<file path="config.mk">
export PLATFORM = sky130hd
export DESIGN_NAME = control_bus
export DESIGN_NICKNAME = d
export VERILOG_FILES = /design/src/rtl/control_bus.sv
export SDC_FILE = /design/constraint.sdc
export NUM_CORES = 1
export LEC_CHECK = 0
export BUFFER_PORTS_ARGS = -buffer_cell sky130_fd_sc_hd__buf_4
export CAP_MARGIN = 15
export CORE_AREA = 2 2 39 41
export CTS_CLUSTER_SIZE = 25
export DETAILED_ROUTE_END_ITERATION = 12
export DIE_AREA = 0 0 41 43
export HOLD_SLACK_MARGIN = 0.05
export PLACE_DENSITY = 0.76
export REMOVE_ABC_BUFFERS = 1
export SETUP_SLACK_MARGIN = 0.4
export SLEW_MARGIN = 10
export SYNTH_ARGS = -nofsm -noshare
export SYNTH_HDL_FRONTEND = slang
export SYNTH_SLANG_ARGS = --single-unit
</file>
<file path="constraint.sdc">
create_clock -name clk -period 1 [get_ports clk]
set_clock_uncertainty 0.05 [all_clocks]
set_input_delay 0.3 -clock clk [delete_from_list [all_inputs] [get_ports clk]]
set_output_delay 0.3 -clock clk [all_outputs]
set_load 0.01 [all_outputs]
</file>
<file path="src/rtl/control_bus.sv">
// control_bus
//   Main control unit for a single-issue RV32I-subset core (lw, sw, R-type,
//   I-type ALU, beq, jal). Opcode, funct3, funct7[5] and the ALU Zero flag
//   are decoded combinationally. The resulting control word is registered,
//   so every output lags its inputs by one clock.
//
// Ports
//   clk            rising-edge clock
//   reset          asynchronous, active-high; clears every output
//   funct7_5       instruction bit 30
//   funct3_2_0     instruction bits 14:12
//   OP6_0          opcode, instruction bits 6:0
//   Zero           ALU zero flag, used for beq
//   PCSrc          1 = branch/jump target, 0 = PC+4
//   ResultSrc1_0   00 ALU, 01 memory read data, 10 PC+4
//   MemWrite       data memory write enable
//   ALUSrc         0 = register B, 1 = immediate
//   ImmSrc1_0      00 I, 01 S, 10 B, 11 J
//   RegWrite       register file write enable
//   ALUControl2_0  000 add, 001 sub, 010 and, 011 or, 101 slt
module control_bus (
    input  logic       clk,
    input  logic       reset,
    input  logic       funct7_5,
    input  logic [2:0] funct3_2_0,
    input  logic [6:0] OP6_0,
    input  logic       Zero,
    output logic       PCSrc,
    output logic [1:0] ResultSrc1_0,
    output logic       MemWrite,
    output logic       ALUSrc,
    output logic [1:0] ImmSrc1_0,
    output logic       RegWrite,
    output logic [2:0] ALUControl2_0
);

    typedef struct packed {
        logic       pc_src;
        logic [1:0] result_src;
        logic       mem_write;
        logic       alu_src;
        logic [1:0] imm_src;
        logic       reg_write;
        logic [2:0] alu_control;
    } ctrl_t;

    // Main decoder outputs
    logic       reg_write_d;
    logic [1:0] imm_src_d;
    logic       alu_src_d;
    logic       mem_write_d;
    logic [1:0] result_src_d;
    logic       branch;
    logic       jump;
    logic [1:0] alu_op;
    logic [2:0] alu_control_d;

    ctrl_t ctrl_d;
    ctrl_t ctrl_q;

    // Unknown opcodes fall through to all-zero: a no-op with no writes.
    always_comb begin
        reg_write_d  = 1'b0;
        imm_src_d    = 2'b00;
        alu_src_d    = 1'b0;
        mem_write_d  = 1'b0;
        result_src_d = 2'b00;
        branch       = 1'b0;
        jump         = 1'b0;
        alu_op       = 2'b00;
        case (OP6_0)
            7'b0000011: begin // lw
                reg_write_d  = 1'b1;
                alu_src_d    = 1'b1;
                result_src_d = 2'b01;
            end
            7'b0100011: begin // sw
                imm_src_d    = 2'b01;
                alu_src_d    = 1'b1;
                mem_write_d  = 1'b1;
            end
            7'b0110011: begin // R-type
                reg_write_d  = 1'b1;
                alu_op       = 2'b10;
            end
            7'b0010011: begin // I-type ALU
                reg_write_d  = 1'b1;
                alu_src_d    = 1'b1;
                alu_op       = 2'b10;
            end
            7'b1100011: begin // beq
                imm_src_d    = 2'b10;
                branch       = 1'b1;
                alu_op       = 2'b01;
            end
            7'b1101111: begin // jal
                reg_write_d  = 1'b1;
                imm_src_d    = 2'b11;
                result_src_d = 2'b10;
                jump         = 1'b1;
            end
            default: ;
        endcase
    end

    // ALU decoder. Subtract on funct3=000 needs both opcode bit 5 (R-type)
    // and funct7[5]; for addi, bit 30 is immediate data and must not subtract.
    always_comb begin
        alu_control_d = 3'b000;
        case (alu_op)
            2'b01: alu_control_d = 3'b001;
            2'b10: begin
                case (funct3_2_0)
                    3'b000:  alu_control_d = (OP6_0[5] & funct7_5) ? 3'b001 : 3'b000;
                    3'b010:  alu_control_d = 3'b101;
                    3'b110:  alu_control_d = 3'b011;
                    3'b111:  alu_control_d = 3'b010;
                    default: alu_control_d = 3'b000;
                endcase
            end
            default: alu_control_d = 3'b000;
        endcase
    end

    always_comb begin
        ctrl_d             = '0;
        ctrl_d.pc_src      = (branch & Zero) | jump;
        ctrl_d.result_src  = result_src_d;
        ctrl_d.mem_write   = mem_write_d;
        ctrl_d.alu_src     = alu_src_d;
        ctrl_d.imm_src     = imm_src_d;
        ctrl_d.reg_write   = reg_write_d;
        ctrl_d.alu_control = alu_control_d;
    end

    always_ff @(posedge clk or posedge reset) begin
        if (reset) ctrl_q <= '0;
        else       ctrl_q <= ctrl_d;
    end

    assign PCSrc         = ctrl_q.pc_src;
    assign ResultSrc1_0  = ctrl_q.result_src;
    assign MemWrite      = ctrl_q.mem_write;
    assign ALUSrc        = ctrl_q.alu_src;
    assign ImmSrc1_0     = ctrl_q.imm_src;
    assign RegWrite      = ctrl_q.reg_write;
    assign ALUControl2_0 = ctrl_q.alu_control;

endmodule

</file>
After elaboration in Yosys (flattened, before gate mapping):

Cells that the tools add are included.

* reductions and logical operators: 4
* bitwise logic cells: 3
* eq/ne operators: 11
* mux-type cells: 11

Operators with widths (number)
* 7-bit by 6-bit == test with 1-bit output, second input constant: 2
* 7-bit == test, second input constant: 2
* 3-bit case mux with 4 select lines: 1
* 2-bit case mux with 2 select lines: 2
* 7-bit by 2-bit == test with 1-bit output, second input constant: 1
* 7-bit by 5-bit == test with 1-bit output, second input constant: 1
* 3-bit == test, second input constant: 2
* 1-bit two-way mux: 6
* 2-bit case mux with 3 select lines: 1
* 3-bit case mux with 2 select lines: 1
* 4-bit OR reduction: 1
* 3-bit by 2-bit == test with 1-bit output, second input constant: 1
* 3-bit zero test: 1
* 3-bit OR reduction: 1
* 1-bit AND: 2
* 2-bit by 1-bit == test with 1-bit output, second input constant: 1
* 2-bit == test, second input constant: 1
* 2-bit OR reduction: 1
* 1-bit OR: 1

* word-level logic and storage cells: 36
* flip-flop bits (word level): 11
* output and inout port bits: 11
* input port bits: 14

Depth between registers and ports, before layout:

* depth after elaboration: 5
* depth in mapped cells: 7

Worst setup path before layout:

OpenSTA, ideal clock, no wires.

* path type: in2reg
* from: in OP6_0[4]
* to: reg ctrl_q (netlist bit ALUControl2_0[2])
* buffers on the path: 0
* data arrival time: 1.370 ns
* data required time: 0.831 ns
* cell stages on the path: 6
* setup slack: -0.539 ns
* cells stage by stage: and2b_1 -> nand4_4 -> or2_1 -> ha_1 -> nor3b_1 -> and2_1

* cells in the longest elaborated chain, start to end: 5
* elaborated cells on any way between the ends: 8

RTL lines
* from (decl): RTL line 26 `input logic [6:0] OP6_0,`
* 7-bit by 5-bit == test with 1-bit output or 7-bit by 6-bit == test with 1-bit output (tied branches): RTL line 71 `case (OP6_0)`
* 2-bit OR reduction (no line)
* 2-bit case mux with 2 select lines (*): RTL line 71
* 2-bit == test or 2-bit by 1-bit == test with 1-bit output (tied branches): RTL line 110 `case (alu_op)`
* 3-bit case mux with 2 select lines (*): RTL line 110
* net alu_control_d[2]: RTL line 56 `logic [2:0] alu_control_d;`
* to (signal assigned): RTL line 138 `else ctrl_q <= ctrl_d;`
* to (decl): RTL line 59 `ctrl_t ctrl_q;`

The timed path passes the listed nets; every way through them passes the cells marked *.

Worst setup path after layout:

* from: in OP6_0[4]
* to: reg ctrl_q (netlist bit ALUControl2_0[0])

Same word-level chain as after synthesis.

==> metrics <==
outcome complete, but fails checks; failing checks hold timing, setup timing; Tcrit/Tclk final 1.31; DR pass1 iterations 4; dpl ws -0.724 ns; met3 GRT Util 0.0314; Antenna diodes 0; clock buffer count from CTS 3; Reg clk slew, reported paths 0.07 ns; RSZ-0062 raised after global routing true; met2 Use GR 0.297; Synth Area in Adders 0.0525; final hold slack -0.0321 ns; Pleak 0.000441 uW; total routed wirelength 1310 microns; H-tree depth 1; Sw Ratio 0.240; Syn-to-layout area delta 97.4%; via count 459; largest net degree at the start of global routing 12; Post-Syn Area 477 sq um; Ys Warns 0; sequential share of the synthesized area 0.577; IO Port Bufs 24; I/O pins 25; xor/xnor share of the synthesized area 0; Final Non-Filler Cells 93; Worst IR Drop VDD approximately 0.46 mV; power density cells roughly 950 mW/mm^2; fraction of layout cells with a size suffix above 1 0.675; Slew @ Worst Pin 0.397 ns; FP Rows 14; library cells used by synthesis 18; M1 GR Usage 0.171; required time of the critical path 1.10 ns; first-pass GRT wire length 1960 microns; Clk pwr share 0.327; Max Root-Sink Buffers 2; Pins Over Slew Limit 0; Starting Density 0.344; power share of the combinational group 0.170; Cells after DPL slightly below 90; filler cell count between 90 and 100; simple-gate share of the synthesized area 0.265; core area 0.00138 sq mm; post-CTS setup buffers 0; Post-Synthesis Cells between 40 and 50; Tot GR Track Use 0.172; crit start category input pin; post-DP HPWL 847 microns; Slew headroom 0.735; Tmin final 1.31 ns; Die Span Y 43 microns; Avg Vias per Cell 4.94; sw power ~220 uW; CTS tree built; crit path DAT 1.41 ns; vias in the first global route 466; Placer Congestion between 0.7 and 0.8; antenna violations before repair 0; flop and latch count out of synthesis 11; Most Crowded Layer GR met2; Critical Path Sink Type register; Worst Hold Class input pin to async pin; DR WL/cell 14.1 microns; die area 0.00176 sq mm; Final setup violation count 14; largest family of logic cells by synthesized area simple AND/OR/NAND/NOR gates; DR iter-0 viols 12; Layout Nets 94; die extent in x 41 microns; Final Power just under 900 uW; final worst-path setup slack -0.310 ns; internal power 680 uW; post-synthesis compound-gate area fraction 0.0814; maximum clock frequency 0.763 GHz; root buf cell clkbuf_4; Detail Route Antenna Nets 0; Syn Area/Cell 11.4 sq um; WS Path Type input pin to register; post-synthesis mux area share 0; endpoints failing hold 11; Max Cap Viol 0; Max FO, Critical Path 3; clock tree sinks 11; total grt overflow 0; DRC 0; sequential power share 0.502; setup TNS -2.13 ns
## worst max-delay path by stage
stage	startpoint	endpoint	slack, ns	cells past startpoint
2_1_floorplan	OP6_0[4]	ALUControl2_0[2]	-0.54	6
3_3_place_gp	OP6_0[4]	ALUControl2_0[1]	-0.66	6
3_5_place_dp	OP6_0[3]	ALUControl2_0[0]	-0.72	8
4_1_cts	OP6_0[4]	ALUControl2_0[0]	-0.34	8
5_1_grt	OP6_0[4]	ALUControl2_0[0]	-0.34	8
6_report	OP6_0[4]	ALUControl2_0[0]	-0.31	8
## layer usage
layer,share of wire,wire (microns)
met5,0,0
met4,0.027,36
met3,0.053,70
met2,0.56,733
met1,0.36,474
## state kept, by name, indices dropped and copies added (netlist names)
name	count
ALUSrc	1
RegWrite	1
ResultSrc1_0	2
PCSrc	1
ALUControl2_0	3
MemWrite	1
ImmSrc1_0	2
## what timing repair did
action / CTS / global route
resized for setup: 37 / 5
setup endpoints to repair: 22 / 22
pin swaps: 8 / 3
endpoints found under the hold margin: 11 / 11
## cell usage after synthesis, drive strengths merged
cell type | number | share of area
a21oi | 4 | 0.042
a31oi | 1 | 0.013
and2 | 1 | 0.013
and2b | 1 | 0.016
and4b | 1 | 0.021
dfrtp | 11 | 0.58
ha | 2 | 0.052
inv | 3 | 0.024
nand2 | 3 | 0.024
nand3 | 1 | 0.010
nand4 | 1 | 0.045
nand4b | 1 | 0.031
nor2 | 5 | 0.039
nor3 | 1 | 0.010
nor3b | 1 | 0.016
o22ai | 2 | 0.026
or2 | 3 | 0.039
## area by class of cell
cell class / instances / area [sq um] / area share
Inverter: 3 / 11.3 / 0.0120
Clock buffer: 4 / 26.3 / 0.0279
Timing Repair Buffer: 31 / 293 / 0.311
Sequential cell: 11 / 275 / 0.293
Multi-Input combinational cell: 28 / 315 / 0.335
Tap cell: 16 / 20.0 / 0.0213
## metrics by stage
step / util / cell area, sq um
floorplan: - / 477
global placement: 0.527 / 729
detailed placement: 0.527 / 729
CTS: 0.660 / 913
global route: 0.680 / 941
finish: 0.680 / 941
## worst max-delay path, stage by stage
cell and delay [ns]:
buf_6 0.09, and2b_2 0.24, nand4_4 0.08, or2_4 0.25, ha_4 0.17, nor3b_4 0.15
nand3_1 0.07, a21oi_2 0.06
## layout by cell type, fill, tap and decap left out, drive strengths merged
master,synthesis,routed
nor3,1,1
nor2,5,5
or2,3,3
clkbuf,0,4
nand2,3,3
dfrtp,11,11
ha,2,2
nor3b,1,1
nand4,1,1
and4b,1,1
o22ai,2,2
a31oi,1,1
a21oi,4,4
nand4b,1,1
nand3,1,1
and2,1,1
buf,0,31
inv,3,3
and2b,1,1
## kinds of logic after synthesis
| group | after synthesis |
|---|---|
| fa+ha+maj | 2 |
| flops | 11 |
| buf+inv | 3 |
| simple gates | 19 |
| compound gates | 7 |
## power by group through the flow
stage	logic, uW	clock network, uW	registers (uW)
2_1_floorplan	29.6	0	459
3_3_place_gp	107	0	457
3_5_place_dp	109	0	457
4_1_cts	142	290	449
5_1_grt	164	329	449
6_report	153	293	450
Note: power is estimated with default switching activity, not from simulation.
